File: src/rtl/acumulador_muestras.sv
// -----------------------------------------------------------------------------
// acumulador_muestras
//
// Purpose:
//   Sums N_MUESTRAS unsigned 7-bit sensor samples into a 9-bit measurement
//   result for the downstream alarm classifier. A measurement is requested
//   with `start`, samples are accepted with a valid/ready handshake while the
//   block is accumulating, and the finished sum is presented with sel=0 until
//   the next measurement is requested.
//
// Ports:
//   clk         in   1  single clock, rising-edge active
//   rst         in   1  asynchronous, active-high reset
//   start       in   1  request a new measurement (honoured in IDLE and LISTO)
//   dato        in   7  unsigned sensor sample
//   dato_valid  in   1  dato is valid this cycle
//   dato_ready  out  1  block accepts a sample this cycle (state ACUM)
//   sum         out  9  measurement result, held until the next completion
//   sel         out  1  0 = sum valid and stable, 1 = not valid
//   done        out  1  one-cycle pulse when a measurement completes
//   busy        out  1  high while accumulating
//   timeout     out  1  one-cycle pulse on watchdog abort (0 without watchdog)
//
// Parameters:
//   N_MUESTRAS      samples per measurement, legal 1..4
//   TIMEOUT_CICLOS  consecutive cycles without a transfer before abort
//
// Configuration macro:
//   ACUM_TIMEOUT_EN  when defined, a watchdog aborts a stalled measurement
//                    after TIMEOUT_CICLOS cycles without a transfer. When
//                    undefined the block waits in ACUM indefinitely and
//                    timeout is tied low.
// -----------------------------------------------------------------------------
module acumulador_muestras #(
    parameter int N_MUESTRAS     = 4,
    parameter int TIMEOUT_CICLOS = 255
) (
    input  logic       clk,
    input  logic       rst,
    input  logic       start,
    input  logic [6:0] dato,
    input  logic       dato_valid,
    output logic       dato_ready,
    output logic [8:0] sum,
    output logic       sel,
    output logic       done,
    output logic       busy,
    output logic       timeout
);

    // Elaboration-time guards on the parameter ranges.
    if ((N_MUESTRAS < 1) || (N_MUESTRAS > 4)) begin : g_n_muestras_fuera_rango
        $error("acumulador_muestras: N_MUESTRAS must be in 1..4");
    end
    if (TIMEOUT_CICLOS < 1) begin : g_timeout_fuera_rango
        $error("acumulador_muestras: TIMEOUT_CICLOS must be at least 1");
    end

    typedef enum logic [1:0] {
        IDLE  = 2'd0,
        ACUM  = 2'd1,
        LISTO = 2'd2
    } estado_t;

    // Counter value seen on the edge that carries the final sample.
    localparam logic [2:0] ULTIMA = 3'(N_MUESTRAS - 1);

    estado_t    estado;
    logic [8:0] acc;        // running sum of the current measurement
    logic [2:0] cnt;        // samples accepted so far in this measurement
    logic       transfer;   // handshake completes on this edge
    logic [8:0] acc_next;   // accumulator including the sample on the bus

    // Worst case 4*127 = 508 fits in 9 bits, so no carry handling is needed.
    assign transfer = (estado == ACUM) && dato_valid;
    assign acc_next = acc + {2'b00, dato};

    // Handshake and status flags are pure decodes of the registered state.
    assign dato_ready = (estado == ACUM);
    assign busy       = (estado == ACUM);
    assign sel        = (estado != LISTO);

`ifdef ACUM_TIMEOUT_EN
    localparam int              WD_W   = $clog2(TIMEOUT_CICLOS + 1);
    localparam logic [WD_W-1:0] WD_FIN = WD_W'(TIMEOUT_CICLOS - 1);

    logic [WD_W-1:0] wd;         // consecutive ACUM cycles without a transfer
    logic            timeout_r;

    assign timeout = timeout_r;
`else
    assign timeout = 1'b0;
`endif

    // Measurement FSM: state, accumulator, sample counter and result register.
    always_ff @(posedge clk or posedge rst) begin
        if (rst) begin
            estado    <= IDLE;
            acc       <= 9'd0;
            cnt       <= 3'd0;
            sum       <= 9'd0;
            done      <= 1'b0;
`ifdef ACUM_TIMEOUT_EN
            wd        <= '0;
            timeout_r <= 1'b0;
`endif
        end else begin
            // Pulses default low; only the completing/aborting edge raises them.
            done      <= 1'b0;
`ifdef ACUM_TIMEOUT_EN
            timeout_r <= 1'b0;
`endif
            case (estado)
                IDLE: begin
                    acc <= 9'd0;
                    cnt <= 3'd0;
`ifdef ACUM_TIMEOUT_EN
                    wd  <= '0;
`endif
                    if (start) begin
                        estado <= ACUM;
                    end else begin
                        estado <= IDLE;
                    end
                end

                ACUM: begin
                    // start is deliberately not examined here: a request
                    // during accumulation must not disturb the measurement.
                    if (transfer) begin
                        acc <= acc_next;
                        cnt <= cnt + 3'd1;
`ifdef ACUM_TIMEOUT_EN
                        wd  <= '0;
`endif
                        if (cnt == ULTIMA) begin
                            estado <= LISTO;
                            sum    <= acc_next;
                            done   <= 1'b1;
                        end else begin
                            estado <= ACUM;
                        end
                    end else begin
`ifdef ACUM_TIMEOUT_EN
                        // Abort on the cycle that completes the idle run;
                        // the previous result in sum is left untouched.
                        if (wd == WD_FIN) begin
                            estado    <= IDLE;
                            timeout_r <= 1'b1;
                            wd        <= '0;
                        end else begin
                            estado    <= ACUM;
                            wd        <= wd + {{(WD_W-1){1'b0}}, 1'b1};
                        end
`else
                        estado <= ACUM;
`endif
                    end
                end

                LISTO: begin
                    // A new request restarts from a clean accumulator while
                    // sum keeps the previous result until the next completion.
                    if (start) begin
                        estado <= ACUM;
                        acc    <= 9'd0;
                        cnt    <= 3'd0;
`ifdef ACUM_TIMEOUT_EN
                        wd     <= '0;
`endif
                    end else begin
                        estado <= LISTO;
                    end
                end

                default: begin
                    estado <= IDLE;
                    acc    <= 9'd0;
                    cnt    <= 3'd0;
                end
            endcase
        end
    end

endmodule

File: config.mk
export PLATFORM = sky130hd
export DESIGN_NAME = acumulador_muestras
export DESIGN_NICKNAME = d
export VERILOG_FILES = /design/src/rtl/acumulador_muestras.sv
export SDC_FILE = /design/constraint.sdc
export NUM_CORES = 1
export LEC_CHECK = 0
export ABC_CLOCK_PERIOD_IN_PS = 1900
export BUFFER_PORTS_ARGS = -buffer_cell sky130_fd_sc_hd__clkbuf_2
export CORE_UTILIZATION = 25
export DETAILED_ROUTE_END_ITERATION = 16
export PLACE_DENSITY = 0.44
export SYNTH_ARGS = -nofsm -noshare
export SYNTH_HDL_FRONTEND = slang
export SYNTH_SLANG_ARGS = --single-unit
File: constraint.sdc
create_clock -name clk -period 1.9 [get_ports clk]
set_clock_uncertainty 0.05 [all_clocks]
set_input_delay 0.19 -clock clk [delete_from_list [all_inputs] [get_ports clk]]
set_output_delay 0.19 -clock clk [all_outputs]
set_load 0.02 [all_outputs]
==> impl_metrics.yaml, run 1 <==
status:
  outcome: "completed"
layout:
  stdcell_count: 216
  area.growth.synth_to_final_pct: 23.3
  n_antenna_cell: 0
  final_cell_area_um2: 1550
  finalNetCount: 171
  drive_gt1_share_pct: 31.5
logic_synthesis:
  synthCells: 121
  yosysUniqueCellTypes: 33
  ys_ff_latch: 24
  synth_edf_count: 0
  synthFlopType: "dfrtp_1"
  yosys_warnings: 0
  avgSynthCellArea_um2: 10.4
  synthesis.nets: 142
  async_reset_ff_share_pct: 100
  synth_area_um2: 1250
  seq_area_frac_synth_pct: 47.9
placement:
  gp_congestion: 0.790
  dpl_cell_area_um2: 1460
  preCtsSetupSlack_ps: -29.2
  io_buffers: 23
  dp_cells: 211
  dp_hpwl_mm: 1.95
pwr:
  ir_drop_v: 0.000480
  total_power_mw: 2.28
  powerDensity_nw_per_um2: 1470
  p_leak_nw: 0.742
global_route:
  grt_usage_pct: 10.5
  grt_pass1_vias: 918
  antenna_found_initial: 0
  grt_pass1_wl_mm: 4.34
  grt.overflow.total: 0
  grt_max_degree: 25
sta:
  setup_viol: 0
  tightestPinTransition_ps: 539
  rsz0062_at_grt: "false"
  hold_viol_final: 0
  fin_crit_sh_pct: 94.3
  relSlewSlack_pct: 63.8
  fin_crit_ps: 1790
  max_freq_mhz: 558
  fin_ws_ps: 108
  slew_viol_final: 0
detailed_routing:
  vias: 938
  drc: 0
  ant_nets: 0
  wl_mm: 2.57
  vias_per_cell: 4.34
  firstDrtPassIters: 2
  drt_iter0_markers: 29
  drt-wirelength-per-cell_um: 11.9
worst_setup_path:
  cp-end-kind: "flop"
  critPathKind: "reg -> reg"
  required_ps: 2010
  crit_path_start_kind: "flop"
  arrival_ps: 1900
  worst-path-max-fanout: 3
clock_network:
  cts-htree-levels: 1
  cts_tree: "yes"
  cts.sinks: 24
  clkSlewWorstSetupHoldPaths_ps: 90
  clk_root_buffer_cell: "clkbuf_8"
  clk_latency_ps: 260
  cts_max_path_buffers: 2
  cts_buffers: 3
floorplanning:
  row_count: 25
  initial_core_util_pct: 26.2
  die_x_um: 72.8
  die_h_um: 72.8
  io_pins: 25
  die_area_um2: 5300
  core_um2: 4790
hold_path:
  hold_class: "in -> reg"
job:
  drv_cap: 0
layout by cell type, fill, tap and decap left out, types with 2 or more instances in the layout:
cell type  Yosys  routed
dfrtp_1       24      24
nand2_2        1       2
o21ai_0       16      15
ha_1           9       8
inv_2          2       2
clkbuf_2       0      23
mux2_2         2       2
xor2_1         4       4
xnor2_1        3       3
a22o_1         3       3
nor2_1         2       2
nand2_1       18      17
o21ai_1        1       2
a21oi_1        8       7
buf_4          2       4
clkbuf_8       0       4
inv_1          4       4
nand2b_1       3       3
a21o_1         2       2
critical path: stages, from the launching register on:
cell,delay (ps)
dfrtp_1,390
ha_2,190
fa_2,350
nand3_1,90
nand2_2,100
a221oi_4,290
xnor2_1,170
o21ai_2,60
cell families after synthesis:
logic type,share of synthesized area [%]
AO/OA/AOI/OAI,19.5
XOR/XNOR,4.89
adder cells (fa/ha/maj),10.6
buffers and inverters,3.79
flip-flops,47.9
multiplexers,1.80
other,0.299
AND/OR/NAND/NOR,11.3
registers in the layout, indices dropped and copies added (netlist names):
name / cells
acc: 9
cnt: 3
done: 1
estado: 2
sum: 9
worst paths after layout:
kind / from / endpoint / slack, ps / cells after the start
max: acc[0] / sum[8] / 110 / 7
min: start / estado[0] / 140 / 3
max reg2reg: acc[0] / sum[8] / 110 / 7
min reg2reg: sum[7] / sum[7] / 430 / 2
max in group asynchronous: rst / acc[0] / 1110 / 4
min in group asynchronous: rst / sum[8] / 450 / 4
per-layer routing:
metal / track usage (%) / up-vias / share of wire [%]
met5: 0 / - / 0
met4: 2.61 / 0 / 0.47
met3: 1.38 / 2 / 2.8
met2: 16.4 / 13 / 47
met1: 15.3 / 442 / 50
li1: - / 481 / -
report_power, final:
part / total, mW / switching (mW) / internal, mW
clock network: 0.349 / 0.164 / 0.185
registers: 0.840 / 0.128 / 0.712
logic: 1.09 / 0.644 / 0.444
total: 2.28 / 0.937 / 1.34
synth_stat cells, types with 2 or more instances:
master	instances	area share, %
nand2_1	18	5.4
inv_1	4	1.2
o21ai_0	16	6.4
buf_2	2	0.80
dfrtp_1	24	48
nor2_1	2	0.60
mux2_2	2	1.8
inv_2	2	0.60
ha_1	9	9.0
a21oi_1	8	3.2
a22o_1	3	2.1
xor2_1	4	2.8
nand2b_1	3	1.5
xnor2_1	3	2.1
buf_4	2	1.2
a21o_1	2	1.2
through the flow:
step	util [%]	setup TNS [ps]	hold WS, ps
global route	32.3	0	147
detailed placement	30.5	-29.2	198
finish	32.3	0	140
global placement	30.5	0	185
CTS	31.9	0	140
floorplan	-	0	155
what timing repair did:
item                                    in CTS  in global routing
pin swaps                                    1                  2
setup buffers                                0                  0
resized for setup                            2                  5
hold buffers                                 1                  0
endpoints found under the setup margin       2                  6
endpoints found under the hold margin       24                  0
area by class of cell:
class / instances / area (µm²)
Fill cell: 492 / 3240
Multi-Input combinational cell: 87 / 628
Sequential cell: 24 / 601
Timing Repair Buffer: 28 / 155
Tap cell: 67 / 83.8
Clock buffer: 4 / 55.1
Inverter: 6 / 22.5
Power figures use the tool's default switching activity.
==> inputs of run 2 (changes only) <==
CTS_BUF_LIST = sky130_fd_sc_hd__clkbuf_4   (was unset)
SKIP_LAST_GASP = 1   (was unset)
==> run 2 against run 1 <==
  * Worst hold slack worse by 66 ps
  * Total power is 5.2% lower
  * Core utilization is 0.60 points lower
  * Critical endpoint unchanged
  * Non-clock buffer count stayed put
  * Highest routed layer unchanged
  * Register-to-register slack hardly changed
  * Cell count stayed put
  * Sequential share of layout area is 0.74 points higher
  * Clock power is 34% lower
  * Via count is 0.21% lower
  * Die area stayed put
  * Flip-flop and latch count stayed put
  * Largest power group unchanged
  * Sequential power hardly changed
==> impl_metrics.yaml, run 2 (synthesis gave the netlist of run 1 again) <==
clock_network:
  clkSlewWorstSetupHoldPaths_ps: 130
  cts.sinks: 24
  cts_buffers: 3
  cts_tree: "yes"
  clk_root_buffer_cell: "clkbuf_4"
  clk_latency_ps: 320
  cts_max_path_buffers: 2
  cts-htree-levels: 1
detailed_routing:
  wl_mm: 2.57
  vias: 936
  vias_per_cell: 4.33
  drc: 0
  drt-wirelength-per-cell_um: 11.9
  ant_nets: 0
  drt_iter0_markers: 48
  firstDrtPassIters: 4
layout:
  stdcell_count: 216
  n_antenna_cell: 0
  drive_gt1_share_pct: 30.9
  final_cell_mix: "dfrtp_1, clkbuf_2, nand2_1"
  finalNetCount: 171
  final_cell_area_um2: 1520
  multi_input_comb_area_um2: 628
  finish.utilization_pct: 31.7
  register_area_um2: 601
  area.growth.synth_to_final_pct: 21.0
  n_fill_cell: 491
  largestRegisters: "acc: 9 flops, sum: 9 flops, cnt: 3 flops"
  final_common_cell: "dfrtp_1"
floorplanning:
  die_x_um: 72.8
  core_um2: 4790
  die_h_um: 72.8
  die_area_um2: 5300
  initial_core_util_pct: 26.2
  io_pins: 25
  row_count: 25
global_route:
  gr-usage-met1_pct: 15.1
  busiest_layer: "met2"
  grt_pass1_wl_mm: 4.35
  grt_util_met2_pct: 16.4
  antenna_found_initial: 0
  grt_pass1_vias: 918
  grt_usage_pct: 10.8
  grt_max_degree: 25
  grt_use_met3_pct: 1.80
  grt.overflow.total: 0
status:
  outcome: "completed"
placement:
  dpl_cell_area_um2: 1460
  gp_congestion: 0.790
  dp_cells: 211
  io_buffers: 23
  dp_hpwl_mm: 1.95
worst_setup_path:
  worst-path-max-fanout: 3
  r2r_cells: 7
  arrival_ps: 1970
  cp-end-kind: "flop"
  r2r_end: "sum[8]"
  crit_path_start_kind: "flop"
  critPathKind: "reg -> reg"
  required_ps: 2070
  r2r-start: "acc[0]"
  r2r_slack_ps: 100
sta:
  fin_crit_ps: 1800
  relSlewSlack_pct: 64.0
  fin_crit_sh_pct: 94.6
  max_freq_mhz: 556
  setup_viol: 0
  tightestPinTransition_ps: 536
  slew_viol_final: 0
  holdWs_ps: 74.2
  hold_viol_final: 0
  fin_setup_tns_ps: 0
job:
  drv_cap: 0
hold_path:
  min_to: "estado[0]"
  hold_class: "in -> reg"
  min_path_cells: 3
  worstHoldStart: "start"
pwr:
  p_leak_nw: 0.728
  ir_drop_v: 0.000479
  powerDensity_nw_per_um2: 1420
## run 2: worst max-delay path by stage
| stage | start | end | slack, ps |
|---|---|---|---|
| after floorplan | acc[0] | sum[8] | 100 |
| after global placement | acc[0] | sum[8] | 30 |
| after detailed placement | acc[0] | acc[8] | -30 |
| after CTS | acc[0] | sum[8] | 6 |
| after global routing | acc[0] | acc[8] | -4 |
| final | acc[0] | sum[8] | 100 |
## run 2: critical path: stages (launching register included)
cell      delay, ps
dfrtp_1         400
ha_2            190
fa_2            350
nand3_1          90
nand2_2         100
a221oi_4        290
xnor2_1         170
o21ai_2          60
## run 2: area by class of cell
| class | instances | share of cell area [%] |
|---|---|---|
| clock inverter | 1 | 0.248 |
| clock buffer | 3 | 1.49 |
| inverter | 6 | 1.49 |
| sequential | 24 | 39.6 |
| timing repair buffer | 28 | 10.2 |
| multi-input combinational | 87 | 41.4 |
| tap | 67 | 5.53 |
## run 2: timing repair
action,in CTS,in global routing
endpoints found under the setup margin,4,6
endpoints found under the hold margin,24,0
setup buffers,0,0
pin swaps,1,3
resized for setup,2,5
hold buffers,1,0
## run 2: power breakdown
part	switching (mW)	internal (mW)	total [mW]
Sequential	0.128	0.710	0.839
Combinational	0.645	0.444	1.09
Clock	0.155	0.0769	0.232
Total	0.928	1.23	2.16
## run 2: layer usage
layer / vias up / wire, µm
li1: 480 / -
met1: 437 / 1300
met2: 15 / 1160
met3: 4 / 74
met4: 0 / 30
met5: - / 0
## run 2: metrics by stage
step / total power, mW / setup slack (ps)
2_1_floorplan: 1.62 / 104
3_3_place_gp: 1.90 / 27.5
3_5_place_dp: 1.92 / -29.2
4_1_cts: 2.16 / 6.26
5_1_grt: 2.35 / -4.29
6_report: 2.16 / 103
==> inputs of run 3 (changes only) <==
CORE_ASPECT_RATIO = 1.4   (was unset)
==> run 3 against run 2 <==
  * Flip-flop and latch count did not move
  * Register-to-register slack worse by 50 ps
  * Via count rose by 4.5%
  * Setup slack got worse by 45 ps
  * Final area grew 3.8%
  * Die area about the same
  * Core utilization is 0.82 points higher
==> impl_metrics.yaml, run 3 (synthesis gave the netlist of run 1 again) <==
hold_path:
  hold_class: "in -> reg"
  worstHoldStart: "start"
  min_path_cells: 3
  min_to: "estado[0]"
pwr:
  combPwrFrac_pct: 48.7
  p_seq_share_pct: 35.4
  powerDensity_nw_per_um2: 1500
  p_sw_share_pct: 40.6
  ir_drop_v: 0.000493
  clkPwrFrac_pct: 15.9
  p_leak_nw: 0.754
  p_sw_mw: 0.961
  total_power_mw: 2.37
  intPower_mw: 1.41
clock_network:
  cts.sinks: 24
  cts-htree-levels: 1
  cts_max_path_buffers: 2
  clk_root_buffer_cell: "clkbuf_4"
  cts_buffers: 3
  clk_latency_ps: 320
  clkSlewWorstSetupHoldPaths_ps: 140
  cts_tree: "yes"
worst_setup_path:
  r2r_cells: 7
  critPathMaxStageDelay_ps: 430
  critPathKind: "reg -> reg"
  cp_cell_sequence: "ha_4 > fa_2 > nand3_2 > nand2_4 > a221oi_4 > xnor2_1 > o21ai_2"
  r2r_end: "sum[8]"
  cp_slowest_cell: "dfrtp_1"
  cp-end-kind: "flop"
  worst-path-max-fanout: 3
  r2r_slack_ps: 60
  arrival_ps: 2010
  crit_path_start_kind: "flop"
  r2r-start: "acc[0]"
  required_ps: 2070
floorplanning:
  core_um2: 4840
  die_h_um: 85.8
  io_pins: 25
  die_x_um: 61.9
  initial_core_util_pct: 25.9
  row_count: 30
  die_area_um2: 5310
detailed_routing:
  wl_mm: 2.74
  drc: 0
  drt_iter0_markers: 11
  ant_nets: 0
  firstDrtPassIters: 3
  vias_per_cell: 4.55
  drt-wirelength-per-cell_um: 12.7
  vias: 978
global_route:
  grt_usage_pct: 11.5
  grt_pass1_vias: 987
  grt_pass1_wl_mm: 4.53
  antenna_found_initial: 0
  grt.overflow.total: 0
  grt_max_degree: 25
sta:
  setup_viol: 0
  max_freq_mhz: 543
  relSlewSlack_pct: 65.9
  rsz0062_at_grt: "true"
  tightestPinTransition_ps: 508
  fin_crit_ps: 1840
  fin_crit_sh_pct: 97.0
  hold_viol_final: 0
  slew_viol_final: 0
layout:
  n_antenna_cell: 0
  finalNetCount: 173
  stdcell_count: 215
  drive_gt1_share_pct: 33.1
  area.growth.synth_to_final_pct: 25.5
  largestRegisters: "acc: 9 flops, sum: 9 flops, cnt: 3 flops"
  final_common_cell: "dfrtp_1"
  final_cell_mix: "dfrtp_1, clkbuf_2, nand2_1"
placement:
  io_buffers: 23
  dp_cells: 209
  gp_congestion: 0.851
  dp_hpwl_mm: 2.04
status:
  outcome: "completed"
job:
  drv_cap: 0
-- run 3: cell types whose count changed in the layout (fill, tap and decap cells not counted) --
| cell | delta |
|---|---|
| clkinv_1 | -1 |
| nand3_1 | -1 |
| nand3_2 | +1 |
| buf_4 | +2 |
| ha_2 | -1 |
| bufinv_16 | +1 |
| ha_4 | +1 |
| nand2_4 | +1 |
| nand2_2 | -1 |
-- run 3: metrics by stage --
stage	util, %	setup TNS (ps)	hold WS (ps)	worst slack, ps	cell area (µm²)
2_1_floorplan	-	0	155	104	1250
3_3_place_gp	30.2	0	192	33.3	1460
3_5_place_dp	30.2	-50.9	194	-19.6	1460
4_1_cts	31.7	0	70.2	17.1	1530
5_1_grt	32.5	-62.4	69.9	-31.0	1570
6_report	32.5	0	81.8	57.7	1570
-- run 3: layout make-up --
| class | instances | area (µm²) |
|---|---|---|
| Inverter | 6 | 22.5 |
| Sequential cell | 24 | 601 |
| Clock buffer | 3 | 22.5 |
| Multi-Input combinational cell | 87 | 648 |
| Clock inverter | 1 | 30.0 |
| Timing Repair Buffer | 30 | 170 |
| Tap cell | 64 | 80.1 |
| Fill cell | 504 | 3270 |
-- run 3: worst max-delay path by stage --
stage,start,end,slack (ps),cells after the start
4_1_cts,acc[0],sum[8],20,7
6_report,acc[0],sum[8],60,7
5_1_grt,acc[0],sum[8],-30,7
2_1_floorplan,acc[0],sum[8],100,7
3_3_place_gp,acc[0],sum[6],30,7
3_5_place_dp,acc[0],sum[6],-20,7
-- run 3: metal layers --
layer	GRT usage (%)	routed length (µm)	up-vias	part of all wire, %
met2	20.1	1510	12	55
li1	-	-	481	-
met1	13.7	1120	481	41
met5	0	0	-	0
met3	1.36	63	4	2.3
met4	4.85	36	0	1.3
-- run 3: what timing repair did --
item | in CTS | in global routing
hold endpoints to repair | 24 | 0
hold buffers | 1 | 0
gates resized for setup | 4 | 6
endpoints found under the setup margin | 6 | 6
setup buffers | 0 | 1
pin swaps | 1 | 7
-- run 3: critical path: cells and delay by family (launching register included) --
family                   cells  cell delay (ps)
AO/OA/AOI/OAI                2              340
adder cells (fa/ha/maj)      2              590
XOR/XNOR                     1              170
flip-flops                   1              430
AND/OR/NAND/NOR              2              170
-- run 3: power by group through the flow --
| stage | sequential [mW] | combinational [mW] | clock (mW) |
|---|---|---|---|
| 6_report | 0.839 | 1.15 | 0.377 |
| 5_1_grt | 0.868 | 1.28 | 0.421 |
| 4_1_cts | 0.838 | 1.11 | 0.395 |
| 3_5_place_dp | 0.851 | 1.09 | 0 |
| 3_3_place_gp | 0.840 | 1.08 | 0 |
| 2_1_floorplan | 0.935 | 0.687 | 0 |
